===== src/rtl/tt_pkg.sv =====
// Shared definitions for the TinyTapeout design-select driver.
//   sel_state_e : sequencing states of the select driver FSM
//   ADDR_W_DEF  : default width of the design address
//   PULSE_W_DEF : default number of cycles each control-pulse phase is held
//   PHASE_CNT_W : width of the phase counter (covers PULSE_W up to 255)
package tt_pkg;

   localparam int unsigned ADDR_W_DEF  = 10;
   localparam int unsigned PULSE_W_DEF = 4;
   localparam int unsigned PHASE_CNT_W = 8;

   typedef enum logic [2:0] {
      IDLE   = 3'd0,
      RST    = 3'd1,
      GAP    = 3'd2,
      INC_HI = 3'd3,
      INC_LO = 3'd4,
      ENA    = 3'd5
   } sel_state_e;

endpackage


===== src/rtl/tt_pulse_timer.sv =====
// Phase timer for the select driver.
// The count restarts at zero whenever the FSM changes state, so every phase
// is measured from its own first cycle.
// Ports:
//   clk    : clock, rising edge
//   rst_n  : synchronous active-low reset
//   load   : FSM is changing state this cycle; restart the count
//   expire : current phase has been held for PULSE_W cycles
module tt_pulse_timer
   import tt_pkg::*;
#(
   parameter int unsigned PULSE_W = PULSE_W_DEF
)(
   input  logic clk,
   input  logic rst_n,
   input  logic load,
   output logic expire
);

   localparam logic [PHASE_CNT_W-1:0] LAST_CNT = PHASE_CNT_W'(PULSE_W - 1);

   logic [PHASE_CNT_W-1:0] cnt_q;
   logic [PHASE_CNT_W-1:0] cnt_d;

   // Saturate instead of wrapping so a long IDLE stretch never aliases
   // back onto the expire value.
   always_comb begin
      cnt_d = cnt_q;
      if (load) begin
         cnt_d = '0;
      end else if (cnt_q != '1) begin
         cnt_d = cnt_q + 1'b1;
      end
   end

   always_ff @(posedge clk) begin
      if (!rst_n) begin
         cnt_q <= '0;
      end else begin
         cnt_q <= cnt_d;
      end
   end

   assign expire = (cnt_q == LAST_CNT);

endmodule


===== src/rtl/tt_sel_driver.sv =====
// Drives the TinyTapeout mux controller to select one user design:
// pulse the select-counter reset, then pulse the increment addr times,
// then raise the enable. All outputs are registered.
// Optional feature: define TT_SEL_ABORT_EN to add the abort input, which
// returns a busy driver to IDLE with the enable low and no done pulse.
// Ports:
//   clk            : clock, rising edge
//   rst_n          : synchronous active-low reset
//   abort          : (TT_SEL_ABORT_EN only) cancel the running sequence
//   req_valid      : a select request is offered
//   req_addr       : index of the design to select
//   req_ready      : driver is IDLE and will accept a request
//   busy           : a sequence is running
//   done           : one-cycle pulse when a selection completes
//   ctrl_sel_rst_n : mux controller select-counter reset, active-low
//   ctrl_sel_inc   : mux controller select-counter increment
//   ctrl_ena       : mux controller enable for the selected design
module tt_sel_driver
   import tt_pkg::*;
#(
   parameter int unsigned ADDR_W  = ADDR_W_DEF,
   parameter int unsigned PULSE_W = PULSE_W_DEF
)(
   input  logic              clk,
   input  logic              rst_n,
`ifdef TT_SEL_ABORT_EN
   input  logic              abort,
`endif
   input  logic              req_valid,
   input  logic [ADDR_W-1:0] req_addr,
   output logic              req_ready,
   output logic              busy,
   output logic              done,
   output logic              ctrl_sel_rst_n,
   output logic              ctrl_sel_inc,
   output logic              ctrl_ena
);

   sel_state_e        state_q, state_d;
   logic [ADDR_W-1:0] addr_q, addr_d;
   logic [ADDR_W-1:0] inc_cnt_q, inc_cnt_d;
   logic [ADDR_W-1:0] inc_next;
   logic              req_ready_q, req_ready_d;
   logic              busy_q, busy_d;
   logic              done_q, done_d;
   logic              ctrl_sel_rst_n_q, ctrl_sel_rst_n_d;
   logic              ctrl_sel_inc_q, ctrl_sel_inc_d;
   logic              ctrl_ena_q, ctrl_ena_d;
   logic              kill;
   logic              phase_load;
   logic              phase_expire;

   assign phase_load = (state_d != state_q);

   tt_pulse_timer #(
      .PULSE_W (PULSE_W)
   ) u_timer (
      .clk    (clk),
      .rst_n  (rst_n),
      .load   (phase_load),
      .expire (phase_expire)
   );

   always_comb begin
      state_d   = state_q;
      addr_d    = addr_q;
      inc_cnt_d = inc_cnt_q;
      inc_next  = inc_cnt_q + 1'b1;
      kill      = 1'b0;

      case (state_q)
         IDLE: begin
            if (req_valid && req_ready_q) begin
               state_d   = RST;
               addr_d    = req_addr;
               inc_cnt_d = '0;
            end
         end
         RST:    if (phase_expire) state_d = GAP;
         GAP:    if (phase_expire) state_d = (addr_q == '0) ? ENA : INC_HI;
         INC_HI: if (phase_expire) state_d = INC_LO;
         INC_LO: begin
            // inc_next never exceeds addr_q, so the counter cannot wrap.
            if (phase_expire) begin
               inc_cnt_d = inc_next;
               state_d   = (inc_next < addr_q) ? INC_HI : ENA;
            end
         end
         ENA:     state_d = IDLE;
         default: state_d = IDLE;
      endcase

`ifdef TT_SEL_ABORT_EN
      if (abort && (state_q != IDLE)) begin
         state_d = IDLE;
         kill    = 1'b1;
      end
`endif

      // Outputs follow the next state so they are registered yet aligned
      // with the state they describe.
      req_ready_d      = (state_d == IDLE);
      busy_d           = (state_d != IDLE);
      done_d           = (state_d == ENA);
      ctrl_sel_rst_n_d = (state_d != RST);
      ctrl_sel_inc_d   = (state_d == INC_HI);
      // The enable survives into IDLE after a completed selection and is
      // dropped by the next RST or by an abort.
      ctrl_ena_d       = (state_d == ENA) ||
                         ((state_d == IDLE) && ctrl_ena_q && !kill);
   end

   always_ff @(posedge clk) begin
      if (!rst_n) begin
         state_q          <= IDLE;
         req_ready_q      <= 1'b0;
         busy_q           <= 1'b0;
         done_q           <= 1'b0;
         ctrl_sel_rst_n_q <= 1'b0;
         ctrl_sel_inc_q   <= 1'b0;
         ctrl_ena_q       <= 1'b0;
      end else begin
         state_q          <= state_d;
         req_ready_q      <= req_ready_d;
         busy_q           <= busy_d;
         done_q           <= done_d;
         ctrl_sel_rst_n_q <= ctrl_sel_rst_n_d;
         ctrl_sel_inc_q   <= ctrl_sel_inc_d;
         ctrl_ena_q       <= ctrl_ena_d;
      end
      addr_q    <= addr_d;
      inc_cnt_q <= inc_cnt_d;
   end

   assign req_ready      = req_ready_q;
   assign busy           = busy_q;
   assign done           = done_q;
   assign ctrl_sel_rst_n = ctrl_sel_rst_n_q;
   assign ctrl_sel_inc   = ctrl_sel_inc_q;
   assign ctrl_ena       = ctrl_ena_q;

endmodule


===== config.mk =====
export PLATFORM = sky130hd
export DESIGN_NAME = tt_sel_driver
export DESIGN_NICKNAME = d
export VERILOG_FILES = /design/src/rtl/tt_pkg.sv /design/src/rtl/tt_pulse_timer.sv /design/src/rtl/tt_sel_driver.sv
export SDC_FILE = /design/constraint.sdc
export NUM_CORES = 1
export LEC_CHECK = 0
export CORE_ASPECT_RATIO = 1.25
export CORE_MARGIN = 5
export CORE_UTILIZATION = 25
export DETAILED_ROUTE_END_ITERATION = 7
export PLACE_DENSITY_LB_ADDON = 0.3
export SLEW_MARGIN = 5
export SYNTH_ARGS = -nofsm -noshare
export SYNTH_HDL_FRONTEND = slang
export SYNTH_HIERARCHICAL = 1
export SYNTH_SLANG_ARGS = --single-unit

===== constraint.sdc =====
create_clock -name clk -period 3.5 [get_ports clk]
set_input_delay 0.525 -clock clk [delete_from_list [all_inputs] [get_ports clk]]
set_output_delay 0.525 -clock clk [all_outputs]
set_load 0.1 [all_outputs]

* Word-level counts from Yosys, hierarchy flattened
Index checks and enable logic that the tools add are counted.
Widths: inputs -> output; s select.
** Storage, ports and cells
- Flip-flop bits (word level) :: 37
- Output and inout bits :: 6
- Word-level logic and storage cells :: 48
** Operators by class
- Add/sub/neg operators :: 2
- $lt $le $gt $ge :: 1
- Equal/unequal tests :: 12
- Multiplexer cells :: 11
- Bitwise gates (word level) :: 1
- Reductions and logical operators :: 11
** Operators by type and width (number)
- $mux 3 :: 7
- $mux 10 :: 2
- $pmux 10 s2 :: 1
- $pmux 3 s5 :: 1
- $add 10x1->10 const B :: 1
- $logic_not 10->1 :: 1
- $lt 10x10->1 :: 1
- $eq 3x2->1 const B :: 3
- $add 8x1->8 const B :: 1
- $eq 8x2->1 const B :: 1
- $ne 8x8->1 const B :: 1
- $eq 3x3->1 const B :: 2
- $logic_not 3->1 :: 2
- $ne 2x2->1 const B :: 2
- $eq 3x1->1 const B :: 1
- $ne 3x1->1 const B :: 1
- $ne 3x3->1 :: 1
- $reduce_and 3->1 :: 1
- $reduce_bool 3->1 :: 1
- $logic_and 1x1->1 :: 2
- $reduce_and 2->1 :: 1
- $reduce_bool 2->1 :: 1
- $reduce_or 2->1 :: 1
- $logic_or 1x1->1 :: 1
- $not 1->1 :: 1

* Logic depth before layout (Yosys ltp)
- Depth in word-level cells :: 8
- Depth in mapped cells :: 13
- Depth with buffers taken out :: 13

* Hierarchy
The synthesis kept the hierarchy.
** By module, submodules not included
- tt_sel_driver :: instances 1, cells an instance 134, area each 1532.7 µm², seq. area each 780.7 µm²
- tt_pulse_timer :: instances 1, cells an instance 49, area each 436.7 µm², seq. area each 160.2 µm²

* Worst setup path after synthesis
No wires, ideal clock.
- Path kind :: reg2reg
- From :: register req_ready_q, in the netlist req_ready
- To :: register inc_cnt_q[0], enable pin
- Data arrival time :: 2.627 ns
- Required time :: 3.180 ns
- Slack :: 0.553 ns
- Cell stages (with the launch flop) :: 4
- Buffers on the path :: 0
- Cells stage by stage :: dfxtp_1 > nand2_1 > nor4_1 > a31o_2
** On the way
- Cells in the longest elaborated chain, start to end :: 3
** Ends and longest elaborated chain
- from (decl) :: RTL line tt_sel_driver.sv:43 : logic req_ready_q, req_ready_d;
- from (signal assigned) :: RTL line tt_sel_driver.sv:124 : req_ready_q <= req_ready_d;
- $logic_and 1x1->1 :: RTL line tt_sel_driver.sv:73 : if (req_valid && req_ready_q) begin
- $ne 2x2->1 (no source line)
- $reduce_and 3->1 (no source line)
- to (signal assigned) :: RTL line tt_sel_driver.sv:132 : inc_cnt_q <= inc_cnt_d;
- to (decl) :: RTL line tt_sel_driver.sv:41 : logic [ADDR_W-1:0] inc_cnt_q, inc_cnt_d;
Every way passes these cells.
A chain may end at the register's enable or synchronous reset.

* Worst setup path after layout
- From :: register inc_cnt_q[0]
- To :: register u_timer.cnt_q[3]
** On the way
- Cells in the longest elaborated chain, start to end :: 7
** Ends and longest elaborated chain
- $add 10x1->10 :: RTL line tt_sel_driver.sv:68 : inc_next = inc_cnt_q + 1'b1;
- via inc_next[9] :: RTL line tt_sel_driver.sv:42 : logic [ADDR_W-1:0] inc_next;
- $lt 10x10->1 :: RTL line tt_sel_driver.sv:86 : state_d = (inc_next < addr_q) ? INC_HI : ENA;
- $mux 3 :: RTL line tt_sel_driver.sv:86
- $mux 3 :: RTL line tt_sel_driver.sv:84 : if (phase_expire) begin
- $pmux 3 s5 :: RTL line tt_sel_driver.sv:71 : case (state_q)
- $ne 3x3->1 :: RTL line tt_sel_driver.sv:53 : assign phase_load = (state_d != state_q);
- via phase_load :: RTL line tt_sel_driver.sv:50 : logic phase_load;
- $reduce_or 2->1 (no source line)
- to (signal assigned) :: RTL line tt_pulse_timer.sv:40 : cnt_q <= cnt_d;
- to (decl) :: RTL line tt_pulse_timer.sv:22 : logic [PHASE_CNT_W-1:0] cnt_q;
The timed path passes the listed nets, and every way through them passes these cells.

==> impl_table.tex <==
\begin{tabular}{lr}
\hline
Metric & Value \\
\hline
\multicolumn{2}{l}{\textbf{Clock network}} \\
Clock latency of the later-clocked register in the worst-skew pair & roughly 280 ps \\
CTS Buf Count & 5 \\
Clock input transition at the sequential cells of the worst setup and hold paths & 70 ps \\
Buffer count from post-CTS setup fixing & 0 \\
CTS tree & built \\
Cts hold-fix bufs & 0 \\
Root cell of the clock tree & sky130\_fd\_sc\_hd\_\_clkbuf\_8 \\
H-tree level count & 2 \\
\# clock sinks & 37 \\
Longest Clk Path Bufs & 2 \\
Post-cts repair resize count & 0 \\
\multicolumn{2}{l}{\textbf{Layout}} \\
Growth of design area from synthesis to finish & 19.8\% \\
Nets & between 200 and 250 \\
Post-route standard cell area excluding fillers & about 2400 µm² \\
Storage cell area & around 940 µm² \\
Final cell count without fillers & 303 \\
Multi-input gate area & roughly 970 µm² \\
Diode insertion count for antenna repair & 0 \\
Number of fillers in the final layout & a little over 800 \\
Fraction of the core area covered by cells at the end of the flow & a little under a third \\
Share of post-route cells with drive strength above 1 & about 13\% \\
\multicolumn{2}{l}{\textbf{Critical path}} \\
Family with the most delay on the worst path & simple AND/OR/NAND/NOR gates \\
Critical Setup Path Class & reg -> reg \\
Maximum fanout count along the critical path & 6 \\
Cell repeated most along the worst path & sky130\_fd\_sc\_hd\_\_and3\_4 \\
Worst path required time & around 3700 ps \\
Largest stage delay on the critical path & roughly 480 ps \\
Path length in cells of the critical path & 13 \\
Slowest cell on crit path & sky130\_fd\_sc\_hd\_\_edfxtp\_1 \\
CP cell instances & and3\_1, and3\_4, and3\_4, xor2\_2, ha\_1, and4\_1, o2111ai\_1, nand3b\_1, nor2b\_1, o221ai\_1, nand2b\_1, a2111o\_1, o21ai\_2 \\
Crit. End Element & flop \\
Worst reg-to-reg path cell count & 13 \\
Crit path launch type & flop \\
Worst Path Buf+Inv & 0 \\
Signal arrival time at the worst endpoint & around 3200 ps \\
\multicolumn{2}{l}{\textbf{Global route}} \\
Global-route usage over all layers & under 10\% \\
Largest net degree at the start of global routing & 19 \\
Global route total overflow & 0 \\
Global-route wire length before repair & approximately 6500 µm \\
Via count of the first global-routing pass & $\sim$1500 \\
Initial antenna violation count & 0 \\
\multicolumn{2}{l}{\textbf{STA}} \\
Max frequency & between 300 and 400 MHz \\
Total count of max-transition violations in the final report & 0 \\
Final worst-path cycle share & between 80 and 90\% \\
Setup\_tns & 0 ps \\
Max\_slew headroom & between 30\% and 40\% \\
Slew of the pin with the lowest slew margin & $\sim$960 ps \\
Final critical-path required period & 3000 ps \\
Worst setup skew after layout & a little under 3 ps \\
Unrepaired setup endpoints after global routing & false \\
Final hold violation count & 0 \\
Final setup violation count & 0 \\
Minimum hold slack & around 480 ps \\
\multicolumn{2}{l}{\textbf{Drt}} \\
DRC Markers & 0 \\
Routed met2 length & approximately 2100 µm \\
M1 wire length & $\sim$1700 µm \\
DR WL/cell & $\sim$13 µm \\
Total Routed Length & approximately 4000 µm \\
Uppermost routed layer & met4 \\
Number of detailed-routing iterations run before antenna repair & 4 \\
Via total after detailed routing & between 1000 and 1500 \\
Wire length on met3 & 107 µm \\
Number of DRC markers in iteration 0 & 37 \\
Antenna Violating Nets Remaining & 0 \\
Post-DR vias/cell & 4.69 \\
\multicolumn{2}{l}{\textbf{Synth}} \\
Dominant cells by area after synthesis & sky130\_fd\_sc\_hd\_\_edfxtp\_1 30\%, sky130\_fd\_sc\_hd\_\_dfxtp\_1 17\%, sky130\_fd\_sc\_hd\_\_ha\_1 7.0\% \\
Most frequent cell after synthesis & sky130\_fd\_sc\_hd\_\_edfxtp\_1 \\
Area share of the leading cell type in the synthesized netlist & between 30\% and 40\% \\
Yosys reg bits & 37 \\
Leading post-synthesis cells by instance count & 20 x sky130\_fd\_sc\_hd\_\_edfxtp\_1, 17 x sky130\_fd\_sc\_hd\_\_dfxtp\_1, 12 x sky130\_fd\_sc\_hd\_\_nand2\_1, 12 x sky130\_fd\_sc\_hd\_\_nor2b\_1 \\
Proportion of register bits with asynchronous set or reset after synthesis & 0\% \\
Post-synth top flop & sky130\_fd\_sc\_hd\_\_edfxtp\_1 \\
Number of nets in the synthesized netlist & 207 \\
Sequential cell area fraction in the yosys report & between 40 and 50\% \\
Synth area leader & sky130\_fd\_sc\_hd\_\_edfxtp\_1 \\
Post-synth cell types & between 50 and 60 \\
Average size of a mapped cell & approximately 11 µm² \\
Number of enable flip-flop cells after synthesis & 20 \\
Synthesized area & 1970 µm² \\
Yosys warnings & 6 \\
Number of instances in the synthesized netlist & 183 \\
\multicolumn{2}{l}{\textbf{Floorplanning}} \\
Count of standard-cell rows & 36 \\
Die Span X & roughly 90 µm \\
Area of the placeable core & between 7000 and 8000 µm² \\
\# IOs & 19 \\
Area enclosed by the die boundary & 9760 µm² \\
Die boundary height & $\sim$110 µm \\
Initial core utilization & between 20\% and 30\% \\
\multicolumn{2}{l}{\textbf{Hold path}} \\
Cell count of the worst hold path & 2 \\
Hold/Removal Path Class & reg -> reg \\
\multicolumn{2}{l}{\textbf{Power}} \\
VDD IR-drop max & approximately 190 µV \\
Power per unit of standard cell area & about 400 nW/µm² \\
Leak pwr & between 0.0008 and 0.0009 µW \\
\multicolumn{2}{l}{\textbf{Run status}} \\
Status & completed \\
\multicolumn{2}{l}{\textbf{Run}} \\
Max\_cap viols & 0 \\
\multicolumn{2}{l}{\textbf{Placed design}} \\
Total placed cells including tap cells & about 300 \\
Placed wire-length estimate & 3050 µm \\
Routability Congestion & 0.795 \\
Number of port buffers & 18 \\
Post-Place Cell Area & roughly 2300 µm² \\
\hline
\end{tabular}
## per-stage QoR
| stage | total power, µW | worst slack [ps] |
|---|---|---|
| floorplan | 596 | 553 |
| global placement | 645 | 567 |
| detailed placement | 645 | 519 |
| CTS | 946 | 498 |
| global route | 970 | 330 |
| finish | 924 | 500 |
## worst reg2reg max path, cell delays in order (launching register included)
cell and delay [ps]:
sky130_fd_sc_hd__edfxtp_1 480, sky130_fd_sc_hd__and3_1 210, sky130_fd_sc_hd__and3_4 180, sky130_fd_sc_hd__and3_4 180, sky130_fd_sc_hd__xor2_2 140, sky130_fd_sc_hd__ha_1 280
sky130_fd_sc_hd__and4_1 230, sky130_fd_sc_hd__o2111ai_1 120, sky130_fd_sc_hd__nand3b_1 150, sky130_fd_sc_hd__nor2b_1 150, sky130_fd_sc_hd__o221ai_1 150, sky130_fd_sc_hd__nand2b_1 250
sky130_fd_sc_hd__a2111o_1 380, sky130_fd_sc_hd__o21ai_2 50
## cells in the final DEF, fill, tap and decap left out, types with 4 or more instances in the layout
| cell | instances |
|---|---|
| sky130_fd_sc_hd__dfxtp_1 | 17 |
| sky130_fd_sc_hd__edfxtp_1 | 20 |
| sky130_fd_sc_hd__ha_1 | 11 |
| sky130_fd_sc_hd__inv_1 | 11 |
| sky130_fd_sc_hd__clkbuf_8 | 5 |
| sky130_fd_sc_hd__nor2b_1 | 12 |
| sky130_fd_sc_hd__and3_1 | 5 |
| sky130_fd_sc_hd__nor3_1 | 4 |
| sky130_fd_sc_hd__nand3_1 | 8 |
| sky130_fd_sc_hd__nor2_1 | 9 |
| sky130_fd_sc_hd__a21oi_1 | 7 |
| sky130_fd_sc_hd__nand2_1 | 12 |
| sky130_fd_sc_hd__clkdlybuf4s50_1 | 18 |
| sky130_fd_sc_hd__xnor2_1 | 5 |
## cell families after synthesis
group                      synth area share (%)
AOI/OAI and AO/OA                          13.9
xor gates and xnor gates                   4.38
adders and majority gates                  6.99
buffers and inverters                      3.37
DFF                                        47.8
muxes                                      1.52
and+or+nand+nor                            22.0
## flip-flops by register name, summed over array words and instances (netlist names)
register and cells:
inc_cnt_q 10, ctrl_sel_rst_n 1, busy 1, u_timer/cnt_q 8
ctrl_sel_inc 1, ctrl_ena 1, state_q 3, done 1
addr_q 10, req_ready 1
## layout make-up
| cell class | instances | share of cell area, % |
|---|---|---|
| Sequential cell | 37 | 39.9 |
| Inverter | 11 | 1.75 |
| Clock inverter | 2 | 0.424 |
| Multi-Input combinational cell | 131 | 41.1 |
| Clock buffer | 6 | 3.24 |
| Tap cell | 95 | 5.04 |
| Timing Repair Buffer | 21 | 8.59 |
## final timing paths
kind	from	endpoint	slack (ps)
setup / recovery	inc_cnt_q[0]	u_timer/cnt_q[3]	500
hold / removal	ctrl_ena	ctrl_ena	480
setup reg to reg	inc_cnt_q[0]	u_timer/cnt_q[3]	500
hold reg to reg	ctrl_ena	ctrl_ena	480
## power by group
| group | leakage (µW) | switching (µW) | total (µW) | internal (µW) |
|---|---|---|---|---|
| combinational | 0.000490 | 82.0 | 137 | 54.6 |
| clock | 0.0000484 | 145 | 291 | 146 |
| sequential | 0.000326 | 16.4 | 497 | 480 |
## layer usage
metal	GRT usage, %	up-vias
met5	0	-
met2	16.0	26
met1	9.16	666
met3	1.81	6
met4	4.04	0
li1	-	724
No activity file was read; power rests on OpenSTA's default activity.
